**src/rtl/regfile_mp_sb.sv**
```systemverilog
`default_nettype none
// ============================================================================
//  Module   : regfile_mp_sb
//  Purpose  : Multi-port register file with a per-register busy scoreboard.
//             Two write ports (port 1 wins on an address collision), NUM_RD
//             combinational read ports and an optional hardwired zero register.
//             A register's busy bit is set at issue (alloc) and cleared at
//             writeback. Same-cycle alloc beats same-cycle clear.
//  Ports    : clk, rst            - clock, synchronous active-high reset
//             rd_addr/rd_data     - packed read ports, port k at [k*W +: W]
//             rd_busy             - busy flag of each addressed register
//             wr0_*/wr1_*         - write ports (wr1 has priority)
//             alloc_en/alloc_addr - mark a register pending
//             busy_vec            - whole scoreboard, bit i = register i
//  Options  : define REGFILE_MP_BYPASS_EN for write-to-read forwarding.
//  Revision : 1.0 - initial release
// ============================================================================
module regfile_mp_sb #(
   parameter int DATA_W   = 32,
   parameter int ADDR_W   = 5,
   parameter int NUM_RD   = 2,
   parameter int ZERO_REG = 1
) (
   input  logic                       clk,
   input  logic                       rst,
   input  logic [NUM_RD*ADDR_W-1:0]   rd_addr,
   output logic [NUM_RD*DATA_W-1:0]   rd_data,
   output logic [NUM_RD-1:0]          rd_busy,
   input  logic                       wr0_en,
   input  logic [ADDR_W-1:0]          wr0_addr,
   input  logic [DATA_W-1:0]          wr0_data,
   input  logic                       wr1_en,
   input  logic [ADDR_W-1:0]          wr1_addr,
   input  logic [DATA_W-1:0]          wr1_data,
   input  logic                       alloc_en,
   input  logic [ADDR_W-1:0]          alloc_addr,
   output logic [(2**ADDR_W)-1:0]     busy_vec
);

   localparam int DEPTH = 2**ADDR_W;

   logic [DATA_W-1:0] mem [DEPTH];
   logic [DEPTH-1:0]  busy;
   logic [DEPTH-1:0]  busy_nxt;
   logic              wr0_ok;
   logic              wr1_ok;
   logic              alloc_ok;

   // Register 0 swallows writes and allocations when hardwired to zero.
   assign wr0_ok   = wr0_en   && !((ZERO_REG != 0) && (wr0_addr   == '0));
   assign wr1_ok   = wr1_en   && !((ZERO_REG != 0) && (wr1_addr   == '0));
   assign alloc_ok = alloc_en && !((ZERO_REG != 0) && (alloc_addr == '0));

   // Clears first, then the set, so a new producer issued in the same cycle
   // as the old one's writeback keeps the register busy.
   always_comb begin
      busy_nxt = busy;
      if (wr0_en)   busy_nxt[wr0_addr]   = 1'b0;
      if (wr1_en)   busy_nxt[wr1_addr]   = 1'b0;
      if (alloc_ok) busy_nxt[alloc_addr] = 1'b1;
      if (ZERO_REG != 0) busy_nxt[0] = 1'b0;
   end

   always_ff @(posedge clk) begin
      if (rst) begin
         for (int i = 0; i < DEPTH; i++) begin
            mem[i] <= '0;
         end
         busy <= '0;
      end else begin
         // Port 1 is assigned last so it wins an address collision.
         if (wr0_ok) mem[wr0_addr] <= wr0_data;
         if (wr1_ok) mem[wr1_addr] <= wr1_data;
         busy <= busy_nxt;
      end
   end

   assign busy_vec = busy;

   logic [ADDR_W-1:0] raddr;
   logic [DATA_W-1:0] rdata;
   logic              rbusy;

   always_comb begin
      rd_data = '0;
      rd_busy = '0;
      raddr   = '0;
      rdata   = '0;
      rbusy   = 1'b0;
      for (int k = 0; k < NUM_RD; k++) begin
         raddr = rd_addr[k*ADDR_W +: ADDR_W];
         rdata = mem[raddr];
         rbusy = busy[raddr];
`ifdef REGFILE_MP_BYPASS_EN
         if (wr1_en && (wr1_addr == raddr)) begin
            rdata = wr1_data;
         end else if (wr0_en && (wr0_addr == raddr)) begin
            rdata = wr0_data;
         end
         // The pending writeback resolves the hazard unless a new producer
         // claims the register in this very cycle.
         if (((wr1_en && (wr1_addr == raddr)) || (wr0_en && (wr0_addr == raddr)))
             && !(alloc_en && (alloc_addr == raddr))) begin
            rbusy = 1'b0;
         end
`endif
         if ((ZERO_REG != 0) && (raddr == '0)) begin
            rdata = '0;
            rbusy = 1'b0;
         end
         rd_data[k*DATA_W +: DATA_W] = rdata;
         rd_busy[k]                  = rbusy;
      end
   end

endmodule
`default_nettype wire

```
**config.mk**
```make
export PLATFORM = sky130hd
export DESIGN_NAME = regfile_mp_sb
export DESIGN_NICKNAME = d
export VERILOG_FILES = /design/src/rtl/regfile_mp_sb.sv
export SDC_FILE = /design/constraint.sdc
export NUM_CORES = 2
export LEC_CHECK = 0
export BUFFER_PORTS_ARGS = -buffer_cell sky130_fd_sc_hd__buf_2
export CAP_MARGIN = 20
export CELL_PAD_IN_SITES_DETAIL_PLACEMENT = 1
export CELL_PAD_IN_SITES_GLOBAL_PLACEMENT = 1
export CORE_UTILIZATION = 25
export DETAILED_ROUTE_END_ITERATION = 12
export GPL_TIMING_DRIVEN = 0
export HOLD_SLACK_MARGIN = 0.03
export PLACE_DENSITY = 0.52
export SLEW_MARGIN = 20
export SYNTH_ARGS = -nofsm -noshare
export SYNTH_HDL_FRONTEND = slang
export SYNTH_SLANG_ARGS = --single-unit
```
**constraint.sdc**
```tcl
create_clock -name clk -period 6.7 [get_ports clk]
set_input_delay 0 -clock clk [delete_from_list [all_inputs] [get_ports clk]]
set_output_delay 0 -clock clk [all_outputs]
set_load 0.03 [all_outputs]
```
[Word level (Yosys, flattened, before mapping)]
Memories as Yosys holds them, arrays and structs flattened.
Cells that the tools add are included.
Storage, ports and cells
  word-level logic and storage cells: 63
  memory bits (writable): 1024
  memories: 1
  register bits after elaboration: 32
Operators by class
  reductions and logical operators: 16
  $lt $le $gt $ge: 8
  mux-type cells: 31
  bitwise gates (word level): 5
Memories
  mem: depth 32, width 32, read ports 2, clocked after Yosys merged registers in 0, write ports 32, RTL line 42  | logic [DATA_W-1:0] mem [DEPTH];
Operators with widths (count)
  $mux W32: 7
  $and A32 B32 Y32: 2
  $not A32 Y32: 2
  $reduce_or A32 Y1: 2
  $or A32 B32 Y32: 1
  $lt A5 B6 Y1 const B: 5
  $logic_not A5 Y1: 5
  $mux W1: 17
  $demux W1 S5: 3
  $ge A5 B1 Y1 const B: 3
  $bmux W1 S5: 2
  $mux W5: 2
  $logic_and A1 B1 Y1: 6
  $logic_not A1 Y1: 3

[Depth between registers and ports, before layout]
  word-level depth: 11
  mapped depth: 8
  mapped depth without buffers: 4

[Worst setup path after synthesis]
No wires, ideal clock.
  path type: input to register
  from: in rst
  to: mem mem[27][0], enable pin
  path slack: 4.423 ns
  required time: 6.312 ns
  arrival: 1.889 ns
  stages: 5
  cells stage by stage: buf_2 > nand4b_1 > nor2_1 > clkbuf_1 > a211o_1
RTL lines
  from (decl): RTL line 25  | input logic rst,
  to (decl): RTL line 42

[Worst setup path after layout]
  from: in rd_addr[0]
  to: out rd_data[1]
On the way
  word-level cells in the longest chain between the ends: 2
Ends and longest elaborated chain
  from (decl): RTL line 26  | input logic [NUM_RD*ADDR_W-1:0] rd_addr,
  $mem_v2 Z32 W32 / $logic_not A5 Y1 (equally long branches)
  $mux W32 (*): RTL line 107  | if ((ZERO_REG != 0) && (raddr == '0)) begin
  to (decl): RTL line 27  | output logic [NUM_RD*DATA_W-1:0] rd_data,
Every way passes the cells marked *; elsewhere a longest branch is shown, timed or not.

==> results.yml <==
grt:
  gr-usage-met2_pct: 39.79
  grt.busiest_layer: "met2"
  grt_max_degree: 34
  gr-total-overflow: 0
  antenna_found_initial: 41
  met3_usage_pct: 6.551
  grt_pass1_vias: 48100
  grt_pass1_wl_um: 443700
  gr-usage-met1_pct: 35.73
  track_usage_pct: 27.13
clock_tree:
  cts_buffers: 119
  cts_sinks: 1055
  clock_latency_ps: 790
  root_buffer: "clkbuf_16"
  htreeDepth: 3
  clk_pin_slew_ps: 60
  postCtsSetupRepairBufs: 0
  cts_tree: "yes"
  cts_buffer_depth: 3
sta:
  period_share_pct: 68.45
  setup_viol: 0
  maxSlewHeadroom_pct: 11.03
  fin_ws_ps: 2114
  finClkSkew_ps: 0
  worst_pin_slew_ps: 1334
  fin_crit_ps: 4586
  final_max_slew_viol_count: 0
  fmax_ghz: 0.2181
  rsz0062_at_grt: "no"
  tns_ps: 0
  final-hold-violation-count: 0
logic_synthesis:
  yosys.area.top_type: "edfxtp_1"
  ys_seq_area_share_pct: 51.97
  syn_avg_cell_area_sq_um: 14.71
  synth_top_area_share_pct: 50.94
  yosys_warnings: 0
  synthTopCellsByCount: "edfxtp_1, a22o_1, mux4_2, clkbuf_1, buf_2"
  yosys-top-cells-area: "edfxtp_1, mux4_2, a22o_1"
  ys_types: 49
  ys.flop_type: "edfxtp_1"
  synth_edf_count: 1024
  async_reset_ff_share_pct: 0
  synth_most_common_cell: "edfxtp_1"
  syn_inst: 4105
  syn-cell-area_sq_mm: 0.06036
  ys_ff_latch: 1055
pwr:
  p_clk_share_pct: 39.5
  switching_share_pct: 29.37
  switchingPower_mw: 5.153
  pwr-share-seq_pct: 44.8
  powerDensity_mw_per_mm2: 247.2
  vdd_drop_max_uv: 198.7
  p_int_mw: 12.39
  leakagePower_nw: 23.59
  combinationalPowerShare_pct: 15.8
worst_setup_path:
  path_delay_family: "buffers and inverters"
  crit_type: "in -> out"
  worst_ep_arrival_time_ps: 4590
  slowest_delay_ps: 1120
  worst-path-buf-inv: 6
  start_kind: "input pin"
  crit_fanout: 10
  crit_path_frequent_cell: "buf_2"
  slowest_stage: "a311oi_1"
  cp.required_ps: 6700
  end_kind: "output pin"
  path_cells: "buf_2, inv_1, buf_2, buf_2, clkbuf_2, o21ai_0, a311oi_1, buf_2"
route:
  drcViolationCount: 0
  ant_nets: 0
  finalWirelength_um: 340200
  wl_per_cell_um: 43.32
  first_iter_violations: 7211
  via_per_inst: 6.292
  vias: 49410
  first_pass_iters: 5
floorplan:
  core_sq_mm: 0.2403
  fp-row-count: 180
  die_y_um: 493.4
  fp.dieW_um: 493.4
  ios: 192
  die_area_sq_mm: 0.2434
  start_util_pct: 25.12
finish:
  fin_util_pct: 29.54
  fillers: 25520
  area_growth_pct: 17.59
  design_area_sq_mm: 0.07098
  nets: 4642
  layout-drive-gt1-share_pct: 26.81
  fin_cells: 7853
hold_path:
  hold_class: "in -> reg"
place:
  pre_cts_ws_ps: 2522
  gp_congestion: 0.9906
  hpwl_um: 251900
  portBuffers: 182
  place_inst: 7525
  postPlaceCellArea_sq_mm: 0.06612
flow_run:
  max_cap_viol_count: 0
run_status:
  status: "completed"
==> state kept, by name (all words and copies together) (netlist names) <==
name      count
busy_vec     31
mem        1024
==> cell type report <==
type	instances	area, sq um	share of cell area (%)
Sequential cell	1055	31370	44.19
Multi-Input combinational cell	2447	26850	37.82
Tap cell	3185	3985	5.614
Clock buffer	139	3074	4.331
Buffer	628	2711	3.820
Timing Repair Buffer	290	2098	2.956
Clock inverter	86	833.3	1.174
Antenna cell	16	40.04	0.05640
Inverter	7	26.28	0.03702
==> logic make-up (layout without fill, tap and decap cells) <==
family | after synthesis | in the layout | share of synthesized area (%)
AO/OA/AOI/OAI | 1456 | 1456 | 20.00
flip-flops | 1055 | 1055 | 51.97
multiplexers | 660 | 660 | 20.62
buffers and inverters | 635 | 1150 | 4.469
AND/OR/NAND/NOR | 298 | 298 | 2.933
other | 1 | 49 | 0.006212
==> layout by cell type, fill, tap and decap left out, drive strengths merged, types with 64 or more instances in the layout <==
cell type / synthesis / routed
clkbuf: 408 / 547
a211oi: 64 / 64
a311oi: 66 / 66
nor2b: 72 / 72
o21ai: 119 / 119
mux2i: 132 / 132
edfxtp: 1024 / 1024
nor2: 71 / 71
buf: 220 / 425
mux4: 460 / 460
mux2: 68 / 68
dlygate4sd3: 0 / 85
a22oi: 120 / 120
a22o: 992 / 992
==> layer usage <==
layer | routed length [um] | up-vias
met5 | 49 | -
met4 | 24840 | 8
met3 | 35560 | 764
met2 | 145400 | 3599
met1 | 134300 | 26590
li1 | - | 18460
==> worst min-delay path, stage by stage <==
cell and delay, ps:
buf_2 270, nor3b_2 170, a22oi_1 160, a22oi_1 90, nor2_1 80
==> per-stage QoR <==
step | power [mW] | hold WS, ps
final | 17.55 | 40.91
after detailed placement | 10.64 | 351.9
after global routing | 17.77 | 45.38
after floorplan | 9.320 | 201.9
after CTS | 17.44 | 30.31
after global placement | 10.57 | 340.4
==> worst paths after layout <==
path	cells past startpoint	to	slack (ps)	from
worst max-delay path	8	rd_data[1]	2110	rd_addr[0]
worst max register to register	2	busy_vec[27]	5580	busy_vec[27]
worst min-delay path	5	busy_vec[24]	40	wr0_addr[0]
worst min register to register	2	busy_vec[4]	510	busy_vec[4]
==> power groups by stage <==
stage	clock network (mW)	registers [mW]	logic (mW)
final	6.93	7.86	2.76
after global routing	7.11	7.89	2.77
after CTS	6.91	7.85	2.69
after detailed placement	0	7.99	2.65
after global placement	0	7.98	2.59
after floorplan	0	7.88	1.44
==> what timing repair did <==
action                                 4_1_cts  5_1_grt
hold buffers                                85        0
gates resized for setup                      0        0
endpoints found under the hold margin      132        0
No activity file was read; power rests on OpenSTA's default activity.
